File: src/rtl/instr_encoder_loader_pkg.sv
// Shared constants for the MIPS subset: request kind codes, opcodes, funct codes,
// and the loader state encoding. The decoder bench uses the same tables.
package instr_encoder_loader_pkg;

  typedef enum logic [3:0] {
    K_ADD  = 4'd0,
    K_SUB  = 4'd1,
    K_AND  = 4'd2,
    K_OR   = 4'd3,
    K_SLT  = 4'd4,
    K_JR   = 4'd5,
    K_ADDI = 4'd6,
    K_BEQ  = 4'd7,
    K_SLTI = 4'd8,
    K_LW   = 4'd9,
    K_SW   = 4'd10,
    K_J    = 4'd11,
    K_JAL  = 4'd12
  } kind_e;

  localparam logic [5:0] OP_RTYPE = 6'h00;
  localparam logic [5:0] OP_ADDI  = 6'h08;
  localparam logic [5:0] OP_BEQ   = 6'h04;
  localparam logic [5:0] OP_SLTI  = 6'h0A;
  localparam logic [5:0] OP_LW    = 6'h23;
  localparam logic [5:0] OP_SW    = 6'h2B;
  localparam logic [5:0] OP_J     = 6'h02;
  localparam logic [5:0] OP_JAL   = 6'h03;

  localparam logic [5:0] FN_ADD = 6'h20;
  localparam logic [5:0] FN_SUB = 6'h22;
  localparam logic [5:0] FN_AND = 6'h24;
  localparam logic [5:0] FN_OR  = 6'h25;
  localparam logic [5:0] FN_SLT = 6'h2A;
  localparam logic [5:0] FN_JR  = 6'h08;

  typedef enum logic [1:0] {
    S_IDLE  = 2'd0,
    S_LOAD  = 2'd1,
    S_DRAIN = 2'd2,
    S_DONE  = 2'd3
  } state_e;

  function automatic logic [31:0] rtype(input logic [4:0] rs, input logic [4:0] rt,
                                        input logic [4:0] rd, input logic [5:0] funct);
    return {OP_RTYPE, rs, rt, rd, 5'd0, funct};
  endfunction

endpackage

File: src/rtl/instr_field_encoder.sv
// Combinational field-to-word encoder; kinds outside the table flag illegal and
// produce a zero word.
module instr_field_encoder
  import instr_encoder_loader_pkg::*;
(
  input  logic [3:0]  kind,
  input  logic [4:0]  rs,
  input  logic [4:0]  rt,
  input  logic [4:0]  rd,
  input  logic [15:0] imm,
  input  logic [25:0] target,
  output logic [31:0] word,
  output logic        illegal
);

  always_comb begin
    word    = '0;
    illegal = 1'b0;
    case (kind)
      K_ADD:   word = rtype(rs, rt, rd, FN_ADD);
      K_SUB:   word = rtype(rs, rt, rd, FN_SUB);
      K_AND:   word = rtype(rs, rt, rd, FN_AND);
      K_OR:    word = rtype(rs, rt, rd, FN_OR);
      K_SLT:   word = rtype(rs, rt, rd, FN_SLT);
      // JR only uses rs; rt/rd are forced so stray fields cannot leak into the word
      K_JR:    word = rtype(rs, 5'd0, 5'd0, FN_JR);
      K_ADDI:  word = {OP_ADDI, rs, rt, imm};
      K_BEQ:   word = {OP_BEQ,  rs, rt, imm};
      K_SLTI:  word = {OP_SLTI, rs, rt, imm};
      K_LW:    word = {OP_LW,   rs, rt, imm};
      K_SW:    word = {OP_SW,   rs, rt, imm};
      K_J:     word = {OP_J,   target};
      K_JAL:   word = {OP_JAL, target};
      default: illegal = 1'b1;
    endcase
  end

endmodule

File: src/rtl/instr_encoder_loader.sv
// Test-program loader: accepts field-level requests, encodes them and writes one
// word per cycle into consecutive imem addresses, one cycle after acceptance.
module instr_encoder_loader
  import instr_encoder_loader_pkg::*;
#(
  parameter int ADDR_W     = 8,
  parameter int START_ADDR = 0
) (
  input  logic              clk_i,
  input  logic              rst_i,
  input  logic              start_i,
  input  logic              req_valid_i,
  output logic              req_ready_o,
  input  logic [3:0]        req_kind_i,
  input  logic [4:0]        rs_i,
  input  logic [4:0]        rt_i,
  input  logic [4:0]        rd_i,
  input  logic [15:0]       imm_i,
  input  logic [25:0]       target_i,
  input  logic              last_i,
  output logic              imem_we_o,
  output logic [ADDR_W-1:0] imem_addr_o,
  output logic [31:0]       imem_wdata_o,
  output logic [ADDR_W:0]   count_o,
  output logic              busy_o,
  output logic              done_o,
  output logic              err_o
);

  // Handshake: a request is taken on any rising edge where req_valid_i && req_ready_o;
  // req_ready_o depends only on state, so it never reacts combinationally to valid.

  localparam logic [ADDR_W:0] CAP = {1'b1, {ADDR_W{1'b0}}};

  state_e              state;
  logic [ADDR_W-1:0]   addr;
  logic [ADDR_W:0]     count;
  logic                pend_valid;
  logic [31:0]         pend_word;
  logic                err;
  logic [31:0]         enc_word;
  logic                enc_illegal;
  logic                accept;
  logic                full;
  logic                write;

  instr_field_encoder u_enc (
    .kind    (req_kind_i),
    .rs      (rs_i),
    .rt      (rt_i),
    .rd      (rd_i),
    .imm     (imm_i),
    .target  (target_i),
    .word    (enc_word),
    .illegal (enc_illegal)
  );

  assign accept = req_valid_i && (state == S_LOAD);
  assign full   = (count == CAP);
  assign write  = pend_valid && !full;

  // Gated by reset so a pending word is dropped in the very cycle reset is held
  assign imem_we_o    = write && rst_i;
  assign imem_addr_o  = addr;
  assign imem_wdata_o = pend_word;
  assign count_o      = count;
  assign busy_o       = (state != S_IDLE);
  assign done_o       = (state == S_DONE);
  assign req_ready_o  = (state == S_LOAD);
  assign err_o        = err;

  always_ff @(posedge clk_i) begin
    if (!rst_i) begin
      state      <= S_IDLE;
      addr       <= '0;
      count      <= '0;
      pend_valid <= 1'b0;
      pend_word  <= '0;
      err        <= 1'b0;
    end else begin
      if (write) begin
        addr  <= addr + ADDR_W'(1);
        count <= count + (ADDR_W+1)'(1);
      end
      if (pend_valid && full) err <= 1'b1;

      pend_valid <= 1'b0;
      if (accept) begin
        if (enc_illegal) begin
          err <= 1'b1;
        end else begin
          pend_valid <= 1'b1;
          pend_word  <= enc_word;
        end
      end

      case (state)
        S_IDLE: if (start_i) begin
          state <= S_LOAD;
          addr  <= ADDR_W'(START_ADDR);
          count <= '0;
          err   <= 1'b0;
        end
        S_LOAD:  if (accept && last_i) state <= S_DRAIN;
        // The last pending word (if any) is written during the single DRAIN cycle
        S_DRAIN: state <= S_DONE;
        S_DONE:  state <= S_IDLE;
        default: state <= S_IDLE;
      endcase
    end
  end

endmodule

File: config.mk
export PLATFORM = sky130hd
export DESIGN_NAME = instr_encoder_loader
export DESIGN_NICKNAME = d
export VERILOG_FILES = /design/src/rtl/instr_encoder_loader_pkg.sv /design/src/rtl/instr_field_encoder.sv /design/src/rtl/instr_encoder_loader.sv
export SDC_FILE = /design/constraint.sdc
export NUM_CORES = 1
export LEC_CHECK = 0
export ABC_AREA = 0
export BUFFER_PORTS_ARGS = -buffer_cell sky130_fd_sc_hd__buf_4
export CAP_MARGIN = 5
export CORE_UTILIZATION = 45
export CTS_BUF_LIST = sky130_fd_sc_hd__clkbuf_16
export CTS_CLUSTER_SIZE = 10
export DETAILED_ROUTE_END_ITERATION = 16
export GPL_ROUTABILITY_DRIVEN = 0
export PLACE_DENSITY = 0.84
export SLEW_MARGIN = 5
export SYNTH_ARGS = -nofsm -noshare
export SYNTH_HDL_FRONTEND = slang
export SYNTH_HIERARCHICAL = 1
export SYNTH_SLANG_ARGS = --single-unit
File: constraint.sdc
create_clock -name clk_i -period 1.76 [get_ports clk_i]
set_input_delay 0.352 -clock clk_i [delete_from_list [all_inputs] [get_ports clk_i]]
set_output_delay 0.352 -clock clk_i [all_outputs]
set_load 0.02 [all_outputs]
* Word-level counts from Yosys, hierarchy flattened
Cells that the tools add are included.
Operators by class: add/sub/neg operators 2, equality and inequality tests 18, mux-type cells 16, reduce and logical (&&, ||, !) cells 13
Operators with widths (number):
- $pmux 32 s13 | 1
- $mux 9 | 3
- $mux 8 | 3
- $eq 4x4->1 const B | 5
- $eq 4x3->1 const B | 4
- $reduce_or 13->1 | 1
- $add 9x1->9 const B | 1
- $eq 9x9->1 const B | 1
- $add 8x1->8 const B | 1
- $eq 4x2->1 const B | 2
- $pmux 2 s4 | 1
- $mux 1 | 6
- $reduce_and 2->1 | 3
- $logic_and 1x1->1 | 5
- $eq 2x2->1 const B | 2
- $eq 4x1->1 const B | 1
- $logic_not 4->1 | 1
- $mux 2 | 2
- $eq 2x1->1 const B | 1
- $logic_not 2->1 | 1
- $ne 2x1->1 const B | 1
- $ne 2x2->1 const B | 1
- $reduce_bool 2->1 | 1
- $logic_not 1->1 | 1
Storage, ports and cells: register bits 53, output and inout bits 54, word-level logic and storage cells 55

* Depth between registers and ports, before layout
Gate-level depths: netlist of run 1.
depth after elaboration 7, gate-level depth with buffers 10

* By module
The synthesis of run 1 kept the hierarchy.
By module, submodules not included:
- instr_encoder_loader | instances 1, cells each 256, area an instance 2205.9 µm², sequential area each 1061.0 µm²
- instr_field_encoder | instances 1, cells each 133, area an instance 930.9 µm², sequential area each 0.0 µm²

* Least setup slack after synthesis of run 1
OpenSTA, ideal clock, no wires.
path kind in2reg, start in req_kind_i[3], end reg pend_word[0], in the netlist imem_wdata_o[0], data arrival time 1.821 ns, required time 1.684 ns, setup slack -0.136 ns, stages on the path 10, buffers on the path 5, cell sequence buf_4 > buf_2 > buf_2 > nand2_1 > a21oi_1 > or2_2 > clkbuf_1 > clkbuf_1 > nand2_1 > a21boi_0
On the way: word-level cells in the longest chain between the ends 3
Ends and longest elaborated chain:
- start, declared | RTL line instr_encoder_loader.sv:14 | input logic [3:0] req_kind_i,
- $eq 4x1->1 (tied with other cells) | RTL line instr_field_encoder.sv:19 | case (kind)
- $reduce_or 13->1 (no source line)
- $reduce_and 2->1 (no source line)
- end signal, assigned | RTL line instr_encoder_loader.sv:93 | pend_word <= enc_word;
- end, declared | RTL line instr_encoder_loader.sv:39 | logic [31:0] pend_word;
Parallel ways exist; a longest one is shown, timed or not. A chain may end at the register's enable or synchronous reset.

* Final worst setup path of run 1
start reg count[0], in the netlist count_o[0], end out imem_we_o
On the way: word-level cells in the longest chain between the ends 4
Ends and longest elaborated chain:
- start, declared | RTL line instr_encoder_loader.sv:37 | logic [ADDR_W:0] count;
- start signal, assigned | RTL line instr_encoder_loader.sv:83 | count <= count + (ADDR_W+1)'(1);
- $eq 9x9->1 | RTL line instr_encoder_loader.sv:59 | assign full = (count == CAP);
- $logic_not 1->1 | RTL line instr_encoder_loader.sv:60 | assign write = pend_valid && !full;
- $logic_and 1x1->1 | RTL line instr_encoder_loader.sv:60
- $logic_and 1x1->1 | RTL line instr_encoder_loader.sv:63 | assign imem_we_o = write && rst_i;
- end, declared | RTL line instr_encoder_loader.sv:21 | output logic imem_we_o,
No other way between the ends.

==> flow_summary_export.csv, run 1 <==
group,metric,value,unit
timing,hold_violations,0,
floorplan,rows,30,
job,cap_violations,0,
final_layout,final_util,0.662,
route,ant_nets,0,
route,drc_errors,0,
timing,worst_slack,-30.0,ps
worst_setup_path,r2r_end,"count_o[1]",
route,vias,3371,
floorplan,core,6760,sq um
worst_setup_path,worstPathMaxFanout,2,
timing,rsz0062_at_grt,"yes",
cts,cts_tree,"built",
floorplan,initial_utilization,0.464,
timing,relSlewSlack,0.564,
global_route,grt_max_degree,34,
logic_synthesis,ys_seq_elements,53,
logic_synthesis,yosysTopAreaCellShare,0.338,
worst_setup_path,r2r_setup_slack,-10,ps
timing,finalMaxSlewViolations,0,
global_route,grt_pass1_vias,3154,
worst_setup_path,crit_type,"register to primary output",
logic_synthesis,synthSimpleGateAreaFrac,0.252,
route,post_drt_wl_per_cell,15.3,microns
timing,fmax,559,MHz
timing,worstMarginPinSlew,653,ps
logic_synthesis,syn_nets,463,
global_route,grt_pass1_wl,14.4,mm
placed_design,placed_cell_area,4200,sq um
cts,root_buffer,"clkbuf_16",
worst_setup_path,crit_end,"imem_we_o",
timing,post-route-period-util,1.02,
power,peakVddDrop,0.422,mV
logic_synthesis,synth_cells,389,
logic_synthesis,synth_fa_ha_area_frac,0.0319,
placed_design,hpwl,6.50,mm
logic_synthesis,synthXorXnorAreaFrac,0.0363,
logic_synthesis,synth_cell_type_count,54,
final_layout,nets,591,
final_layout,fin_area,4470,sq um
cts,cts-buffers-inserted,5,
final_layout,n_antenna_cell,0,
worst_setup_path,crit_start,"count_o[0]",
logic_synthesis,synth-main-ff-cell,"dfxtp_1",
worst_setup_path,path_cells,"inv_2 -> ha_4 -> nor4bb_4 -> nand2_2 -> and3_4 -> buf_6",
final_layout,layout-drive-gt1-share,0.344,
cts,cts.sinks,53,
timing,fin_skew,6.40,ps
floorplan,dieWidth,85.5,microns
logic_synthesis,synth_enable_flop_cells,0,
run_status,status,"finished with violations",
worst_hold_path,min_path_type,"input port to register",
floorplan,io_pins,120,
route,routed_wl,9.17,mm
final_layout,syn2layout_area_growth,42.6,%
logic_synthesis,syn-mean-instance-area,8.06,sq um
logic_synthesis,synthArstFlopShare,0,
logic_synthesis,synthTopCellsByCount,"86 x nand2_1, 53 x dfxtp_1, 32 x a21boi_0",
floorplan,die_y,85.5,microns
run_status,violations,"negative setup slack",
cts,hold_buffers,0,
global_route,antenna_found_initial,0,
logic_synthesis,ys_warn_count,6,
logic_synthesis,synth_top_family_by_area,"compound AO/OA/AOI/OAI gates",
worst_setup_path,r2r_cells,11,
timing,tns,-43.4,ps
placed_design,io_buffer_count,119,
worst_setup_path,cp-start-kind,"register",
worst_setup_path,crit_slowest_cell,"dfxtp_2",
logic_synthesis,synth_mux_area_frac,0.00638,
logic_synthesis,synth.largest_area_cell,"dfxtp_1",
worst_setup_path,cp.required,1410,ps
cts,cts_max_path_buffers,2,
cts,cts_max_level,2,
global_route,grt_usage,0.243,
final_layout,nFillCells,555,
timing,setup_violations,2,
timing,min_period,1790,ps
worst_setup_path,arrival,1440,ps
worst_setup_path,r2r-start,"count_o[0]",
route,dr.first_iter.drc_count,168,
logic_synthesis,synth_most_common_cell,"nand2_1",
logic_synthesis,synth_compound_area_frac,0.274,
global_route,grt_overflow,0,
logic_synthesis,netlist_area,3140,sq um
logic_synthesis,synth_seq_area_share,0.338,
power,power.density,800,nW/um^2
worst_setup_path,max_stage_delay,330,ps
floorplan,fp.dieArea,7310,sq um
power,leakage,1.90,nW
worst_setup_path,endpoint_kind,"primary output",
route,vias_per_cell,5.64,
logic_synthesis,synth_area_leaders,"dfxtp_1 34%, nand2_1 10%, a21boi_0 7.7%",
route,dr.pass1.iters,7,
cts,clock_latency,290,ps
cts,path_clk_slew,70,ps
==> where the power goes <==
part           total, mW  internal, mW  switching, mW
sequential          1.37          1.30         0.0736
clock               1.00         0.538          0.464
combinational       1.21         0.531          0.675
total               3.58          2.36           1.21
==> layout by cell type, fill, tap and decap left out, types with 3 or more instances in the layout <==
| cell type | n |
|---|---|
| buf_4 | 145 |
| nand2_1 | 85 |
| dfxtp_1 | 51 |
| a21boi_0 | 32 |
| nor2_1 | 16 |
| o221ai_1 | 16 |
| inv_1 | 12 |
| a21oi_1 | 12 |
| nand2b_1 | 12 |
| a22o_1 | 11 |
| a32oi_1 | 10 |
| xor2_1 | 7 |
| ha_1 | 7 |
| nor3b_1 | 7 |
| nand4_1 | 6 |
| xnor2_1 | 6 |
| nor2b_1 | 6 |
| a221o_1 | 6 |
| clkbuf_16 | 5 |
| o31ai_1 | 3 |
| nand3_1 | 3 |
| buf_12 | 3 |
| nand3b_1 | 3 |
| a22oi_1 | 3 |
| o21ai_0 | 3 |
==> worst min path at each step <==
stage | start | end | slack (ps) | cells past startpoint
floorplan | state[0] | state[0] | 530 | 1
global placement | imem_wdata_o[4] | imem_wdata_o[4] | 450 | 2
detailed placement | imem_wdata_o[23] | imem_wdata_o[23] | 460 | 2
CTS | rst_i | state[1] | 330 | 2
global route | rst_i | state[0] | 340 | 2
finish | rst_i | state[1] | 340 | 2
==> metrics by stage <==
step / worst slack (ps) / std cells / hold WS, ps / total power, mW
2_1_floorplan: -1.90 / 389 / 527 / 2.11
3_3_place_gp: 71.1 / 580 / 450 / 2.52
3_5_place_dp: -22.8 / 580 / 456 / 2.57
4_1_cts: -15.9 / 596 / 334 / 3.59
5_1_grt: -96.0 / 598 / 340 / 3.76
6_report: -30.0 / 598 / 338 / 3.58
==> area by class of cell <==
| type | instances | area [sq um] | share of cell area |
|---|---|---|---|
| clock buffer | 5 | 125 | 0.0280 |
| tap | 80 | 100 | 0.0224 |
| multi-input combinational | 294 | 1950 | 0.435 |
| clock inverter | 3 | 26.3 | 0.00587 |
| inverter | 14 | 52.6 | 0.0117 |
| timing repair buffer | 149 | 1160 | 0.259 |
| sequential | 53 | 1060 | 0.238 |
==> sequential cells by signal, indices dropped and copies added, names as in the netlist <==
signal	count
imem_addr_o	8
err_o	1
pend_valid	1
state	2
imem_wdata_o	32
count_o	9
==> cell families after synthesis <==
logic type	after synthesis
muxes	2
xor gates and xnor gates	13
AOI/OAI and AO/OA	110
other	1
DFF	53
buffers and inverters	42
adders and majority gates	8
and+or+nand+nor	160
==> worst max-delay path, delay by kind of cell (launching register included) <==
kind                     cells  cell delay (ps)
AND/OR/NAND/NOR              3              510
flip-flops                   1              330
adder cells (fa/ha/maj)      1              110
buffers and inverters        2              190
==> layer usage <==
layer,global-route usage,wire length (microns),vias to the layer above
li1,-,-,1645
met1,0.304,3820,1605
met4,0.0955,150,0
met2,0.412,4630,108
met3,0.0491,568,13
met5,0,0,-
==> timing repair <==
action                                  in CTS  in global routing
setup buffers                                8                  2
pin swaps                                    2                  2
gates resized for setup                      6                  7
endpoints found under the setup margin       8                  5
(Power assumes the default switching activity.)
==> inputs of run 2 (changes only) <==
--- a/config.mk
+++ b/config.mk
@@ -8,14 +8,13 @@
 export ABC_AREA = 0
 export BUFFER_PORTS_ARGS = -buffer_cell sky130_fd_sc_hd__buf_4
 export CAP_MARGIN = 5
-export CORE_UTILIZATION = 45
+export CORE_UTILIZATION = 43
 export CTS_BUF_LIST = sky130_fd_sc_hd__clkbuf_16
 export CTS_CLUSTER_SIZE = 10
 export DETAILED_ROUTE_END_ITERATION = 16
 export GPL_ROUTABILITY_DRIVEN = 0
-export PLACE_DENSITY = 0.84
+export PLACE_DENSITY = 0.83
 export SLEW_MARGIN = 5
 export SYNTH_ARGS = -nofsm -noshare
 export SYNTH_HDL_FRONTEND = slang
-export SYNTH_HIERARCHICAL = 1
 export SYNTH_SLANG_ARGS = --single-unit
==> run 2 against run 1 <==
The run still ends with negative setup slack left; global-route usage down 0.82 points; critical path depth unchanged; count of clock-buffer cells in the layout unchanged; register-to-register slack about the same; synthesized area down 10%; sequential share of layout area up 1.2 points; flip-flop and latch count down 1; die area down 6.1%; synthesized cell count down 19%; cell count down 11%; largest cell class unchanged; highest routed layer unchanged.
==> flow_summary_export.csv, run 2 <==
group,metric,value,unit
timing,hold_violations,0,
logic_synthesis,synth_cells,316,
worst_setup_path,cp-start-kind,"register",
floorplan,io_pins,120,
timing,worst_slack,-203,ps
worst_setup_path,path_delay_family,"simple AND/OR/NAND/NOR gates",
final_layout,nFillCells,519,
job,cap_violations,0,
logic_synthesis,yosysTopAreaCellShare,0.371,
cts,path_clk_slew,70,ps
power,leakage,1.88,nW
floorplan,rows,29,
final_layout,mostFrequentLayoutCell,"buf_4",
placed_design,io_buffer_count,118,
floorplan,fp.dieArea,6860,sq um
placed_design,placed_cell_area,3940,sq um
logic_synthesis,syn_nets,390,
placed_design,hpwl,6.17,mm
global_route,grt_pass1_vias,2937,
power,peakVddDrop,0.523,mV
timing,rsz0062_at_grt,"yes",
route,dr.first_iter.drc_count,182,
worst_setup_path,crit_buf_inv,2,
route,routed_wl,8.36,mm
final_layout,nets,529,
worst_setup_path,worstPathMaxFanout,2,
timing,setup_violations,1,
logic_synthesis,synth_enable_flop_cells,0,
worst_setup_path,path_cells,"inv_2 -> ha_4 -> or4bb_4 -> o21ai_4 -> nor2_2 -> buf_6",
global_route,antenna_found_initial,0,
logic_synthesis,synth_cell_type_count,54,
worst_setup_path,max_stage_delay,470,ps
final_layout,layout-drive-gt1-share,0.421,
timing,fmax,510,MHz
global_route,grt_overflow,0,
worst_setup_path,crit_slowest_cell,"or4bb_4",
route,met2_length,4.31,mm
worst_setup_path,endpoint_kind,"primary output",
logic_synthesis,synth.largest_area_cell,"dfxtp_1",
cts,cts-buffers-inserted,5,
route,m1WireLength,3.43,mm
global_route,grt_pass1_wl,13.5,mm
floorplan,dieWidth,82.8,microns
final_layout,n_antenna_cell,0,
logic_synthesis,synth_most_common_cell,"dfxtp_1",
power,power.density,971,nW/um^2
global_route,grt_max_degree,28,
floorplan,core,6310,sq um
worst_setup_path,crit_type,"register to primary output",
final_layout,layout_common_cells,"150 x buf_4, 50 x dfxtp_1, 38 x nor2_1",
route,dr.pass1.iters,5,
logic_synthesis,synth_area_leaders,"dfxtp_1 37%, nor2_1 5.2%, a221oi_2 4.8%",
cts,hold_buffers,0,
worst_setup_path,cp.required,1410,ps
route,top_layer_used,"met4",
timing,finalMaxSlewViolations,0,
timing,fin_skew,4.35,ps
worst_setup_path,arrival,1610,ps
floorplan,die_y,82.8,microns
logic_synthesis,netlist_area,2810,sq um
final_layout,multi_input_area,1640,sq um
route,drc_errors,0,
final_layout,largest_reg_flops,31,
route,vias_per_cell,5.68,
worst_hold_path,min_path_type,"input port to register",
logic_synthesis,synth-main-ff-cell,"dfxtp_1",
logic_synthesis,ys_seq_elements,52,
cts,clock_latency,280,ps
final_layout,fin_area,4170,sq um
logic_synthesis,syn-mean-instance-area,8.89,sq um
run_status,status,"finished with violations",
route,ant_nets,0,
final_layout,final_util,0.661,
cts,cts_max_path_buffers,2,
global_route,grt_usage,0.235,
logic_synthesis,synthTopCellsByCount,"52 x dfxtp_1, 39 x nor2_1, 24 x o21ai_0",
cts,cts_max_level,2,
route,wl_met3,576,microns
route,vias,3030,
logic_synthesis,synth_seq_area_share,0.371,
timing,min_period,1960,ps
final_layout,seq_area,1040,sq um
timing,post-route-period-util,1.12,
cts,root_buffer,"clkbuf_16",
cts,cts.sinks,52,
cts,cts_tree,"built",
logic_synthesis,ys_warn_count,0,
floorplan,initial_utilization,0.445,
logic_synthesis,synthArstFlopShare,0,
final_layout,syn2layout_area_growth,48.6,%
route,post_drt_wl_per_cell,15.7,microns
run_status,violations,"negative setup slack",
run 2: area by class of cell:
| class | count | share of cell area |
|---|---|---|
| multi-input cells | 231 | 0.394 |
| repair buffers | 155 | 0.285 |
| flip-flops and latches | 52 | 0.250 |
| clock buffers | 5 | 0.0300 |
| well taps | 77 | 0.0231 |
| clock inverters | 3 | 0.00930 |
| inverters | 10 | 0.00900 |
run 2: cells by family after synthesis:
family	share of synthesized area
multiplexers	0.0178
XOR/XNOR	0.0405
adder cells (fa/ha/maj)	0.0356
AND/OR/NAND/NOR	0.175
buffers and inverters	0.0646
other	0.00134
AO/OA/AOI/OAI	0.295
flip-flops	0.371
run 2: repair_timing:
action,CTS,global route
hold endpoints to repair,0,0
gates cloned,0,1
pin swaps,3,6
gates resized for setup,7,5
setup buffers,3,0
setup endpoints to repair,11,25
run 2: routing by layer:
metal,vias to the layer above,track usage
li1,1463,-
met1,1456,0.274
met2,105,0.437
met3,6,0.0527
met4,0,0.0455
met5,-,0
run 2: worst paths after layout:
| check | startpoint | to | depth (start not counted) | slack [ps] |
|---|---|---|---|---|
| worst max register to register | count_o[1] | imem_addr_o[1] | 7 | 0 |
| worst max-delay path | count_o[1] | imem_we_o | 6 | -200 |
| worst min register to register | imem_wdata_o[29] | imem_wdata_o[29] | 2 | 460 |
| worst min-delay path | target_i[19] | imem_wdata_o[19] | 3 | 320 |
run 2: tightest hold or removal path: stages:
cell and delay, ps:
buf_4 80, a221oi_2 50, nor2_1 80
run 2: stage by stage:
| stage | power (mW) | worst slack (ps) | hold WS [ps] | TNS, ps | instances |
|---|---|---|---|---|---|
| floorplan | 2.34 | -7.20 | 486 | -7.20 | 316 |
| global placement | 2.89 | 30.5 | 448 | 0 | 523 |
| detailed placement | 2.94 | -69.9 | 452 | -164 | 523 |
| CTS | 4.04 | -238 | 309 | -238 | 532 |
| global route | 4.27 | -255 | 315 | -345 | 533 |
| finish | 4.05 | -203 | 315 | -203 | 533 |
run 2: power by group:
group          total (mW)  switching, mW  internal, mW
clock network        1.09          0.423         0.664
logic                1.52          0.829         0.692
registers            1.44         0.0990          1.34
==> inputs of run 3 (changes only) <==
--- a/config.mk
+++ b/config.mk
@@ -6,7 +6,7 @@
 export NUM_CORES = 1
 export LEC_CHECK = 0
 export ABC_AREA = 0
-export BUFFER_PORTS_ARGS = -buffer_cell sky130_fd_sc_hd__buf_4
+export BUFFER_PORTS_ARGS = -buffer_cell sky130_fd_sc_hd__buf_2
 export CAP_MARGIN = 5
 export CORE_UTILIZATION = 43
 export CTS_BUF_LIST = sky130_fd_sc_hd__clkbuf_16
==> run 3 against run 2 <==
The run still ends with negative setup slack left; clock power shrank 11%; cell count decreased by 0.19%; clock skew down 2.1 ps; power is 7.3% lower; first-iteration DRC count is 21% lower; via count shrank 2.2%; global-route usage down 0.43 points; routed wire length down 6.2%; non-clock buffer count is 1 lower; sequential power about the same; design area shrank 7.6%; core utilization decreased by 5.0 points; critical path type unchanged; critical endpoint unchanged.
==> flow_summary_export.csv, run 3 (synthesized netlist as in run 2, its figures left out) <==
group,metric,value,unit
run_status,status,"finished with violations",
run_status,violations,"negative setup slack",
route,vias,2962,
worst_setup_path,crit_type,"register to primary output",
worst_setup_path,r2r-start,"count_o[1]",
final_layout,syn2layout_area_growth,37.3,%
cts,hold_buffers,0,
final_layout,layout_common_cells,"117 x buf_2, 50 x dfxtp_1, 38 x nor2_1",
worst_setup_path,crit_start,"count_o[1]",
cts,cts-buffers-inserted,5,
worst_setup_path,cp-start-kind,"register",
global_route,grt_usage,0.231,
route,dr.first_iter.drc_count,143,
worst_setup_path,max_stage_delay,470,ps
job,cap_violations,0,
timing,whs,302,ps
worst_setup_path,endpoint_kind,"primary output",
timing,post-route-period-util,1.11,
route,post_drt_wl_per_cell,14.7,microns
timing,fin_skew,2.26,ps
final_layout,mostFrequentLayoutCell,"buf_2",
floorplan,die_y,82.8,microns
final_layout,largest_reg_flops,31,
worst_setup_path,r2r_end,"imem_addr_o[0]",
global_route,grt_overflow,0,
floorplan,initial_utilization,0.445,
cts,cts_max_path_buffers,2,
worst_setup_path,crit_end,"imem_we_o",
floorplan,io_pins,120,
worst_setup_path,r2r_setup_slack,80,ps
timing,tns,-196,ps
timing,setup_violations,1,
global_route,grt_max_degree,31,
global_route,grt_pass1_vias,2886,
timing,fmax,511,MHz
floorplan,dieWidth,82.8,microns
timing,rsz0062_at_grt,"yes",
final_layout,fin_area,3860,sq um
floorplan,fp.dieArea,6860,sq um
timing,hold_violations,0,
final_layout,final_util,0.611,
route,drc_errors,0,
worst_setup_path,critical_path_depth,6,
timing,finalMaxSlewViolations,0,
worst_setup_path,r2r_cells,7,
placed_design,hpwl,5.86,mm
worst_setup_path,cp.required,1410,ps
final_layout,n_antenna_cell,0,
worst_setup_path,crit_slowest_cell,"or4bb_4",
cts,cts_tree,"built",
final_layout,layout-drive-gt1-share,0.420,
worst_hold_path,min_path_type,"input port to register",
route,ant_nets,0,
cts,root_buffer,"clkbuf_16",
final_layout,nets,528,
timing,min_period,1960,ps
cts,clock_latency,290,ps
placed_design,placed_cell_area,3670,sq um
cts,cts_max_level,2,
worst_setup_path,worstPathMaxFanout,2,
worst_setup_path,path_delay_family,"simple AND/OR/NAND/NOR gates",
power,power,3.76,mW
worst_hold_path,min_path_cells,3,
timing,worst_slack,-196,ps
placed_design,io_buffer_count,118,
power,peakVddDrop,0.517,mV
global_route,grt_pass1_wl,13.1,mm
floorplan,rows,29,
floorplan,core,6310,sq um
route,vias_per_cell,5.57,
worst_setup_path,path_cells,"inv_2 -> ha_4 -> or4bb_4 -> o21ai_4 -> nor2_2 -> buf_6",
worst_setup_path,arrival,1600,ps
power,leakage,1.81,nW
worst_setup_path,crit_buf_inv,2,
power,power.density,974,nW/um^2
route,dr.pass1.iters,4,
global_route,antenna_found_initial,0,
cts,cts.sinks,52,
route,routed_wl,7.85,mm
cts,path_clk_slew,70,ps
run 3: per-stage QoR:
step | instances | setup slack (ps)
floorplan | 316 | -7.20
global placement | 523 | 32.5
detailed placement | 523 | -0.557
CTS | 532 | -238
global route | 532 | -241
finish | 532 | -196
run 3: how the worst min path moves through the flow:
stage / from / to / slack, ps
floorplan: target_i[5] / imem_wdata_o[5] / 490
CTS: target_i[5] / imem_wdata_o[5] / 300
global route: target_i[5] / imem_wdata_o[5] / 300
finish: target_i[5] / imem_wdata_o[5] / 300
global placement: imem_wdata_o[31] / imem_wdata_o[31] / 450
detailed placement: imem_wdata_o[31] / imem_wdata_o[31] / 450
run 3: area by class of cell:
cell class | instances | area (sq um)
clock buffer | 5 | 125
inverter | 10 | 37.5
fill | 541 | 2460
timing repair buffer | 154 | 905
clock inverter | 3 | 17.5
multi-input combinational | 231 | 1630
tap | 77 | 96.3
sequential | 52 | 1040
run 3: power by group:
| part | internal (mW) | switching, mW | total, mW |
|---|---|---|---|
| sequential | 1.34 | 0.0928 | 1.44 |
| combinational | 0.551 | 0.801 | 1.35 |
| clock | 0.526 | 0.442 | 0.968 |
run 3: repair_timing:
| action | 4_1_cts | 5_1_grt |
|---|---|---|
| pin swaps | 3 | 3 |
| resized for setup | 8 | 1 |
| setup endpoints to repair | 8 | 24 |
| hold endpoints to repair | 0 | 0 |
| gates cloned | 0 | 0 |
| buffers inserted | 2 | 1 |
run 3: worst reg2reg max path: cells and delay by family, from the launching register on:
| kind | cells | cell delay (ps) |
|---|---|---|
| buffers and inverters | 2 | 260 |
| XOR/XNOR | 1 | 180 |
| AND/OR/NAND/NOR | 2 | 530 |
| adder cells (fa/ha/maj) | 1 | 120 |
| flip-flops | 1 | 320 |
| AO/OA/AOI/OAI | 1 | 160 |
run 3: routing by layer:
layer  global-route usage  vias up  part of all wire
li1                     -     1453                 -
met1                0.278     1392              0.43
met2                0.408      104              0.50
met3               0.0527       13             0.065
met4               0.0658        0             0.011
met5                    0        -                 0
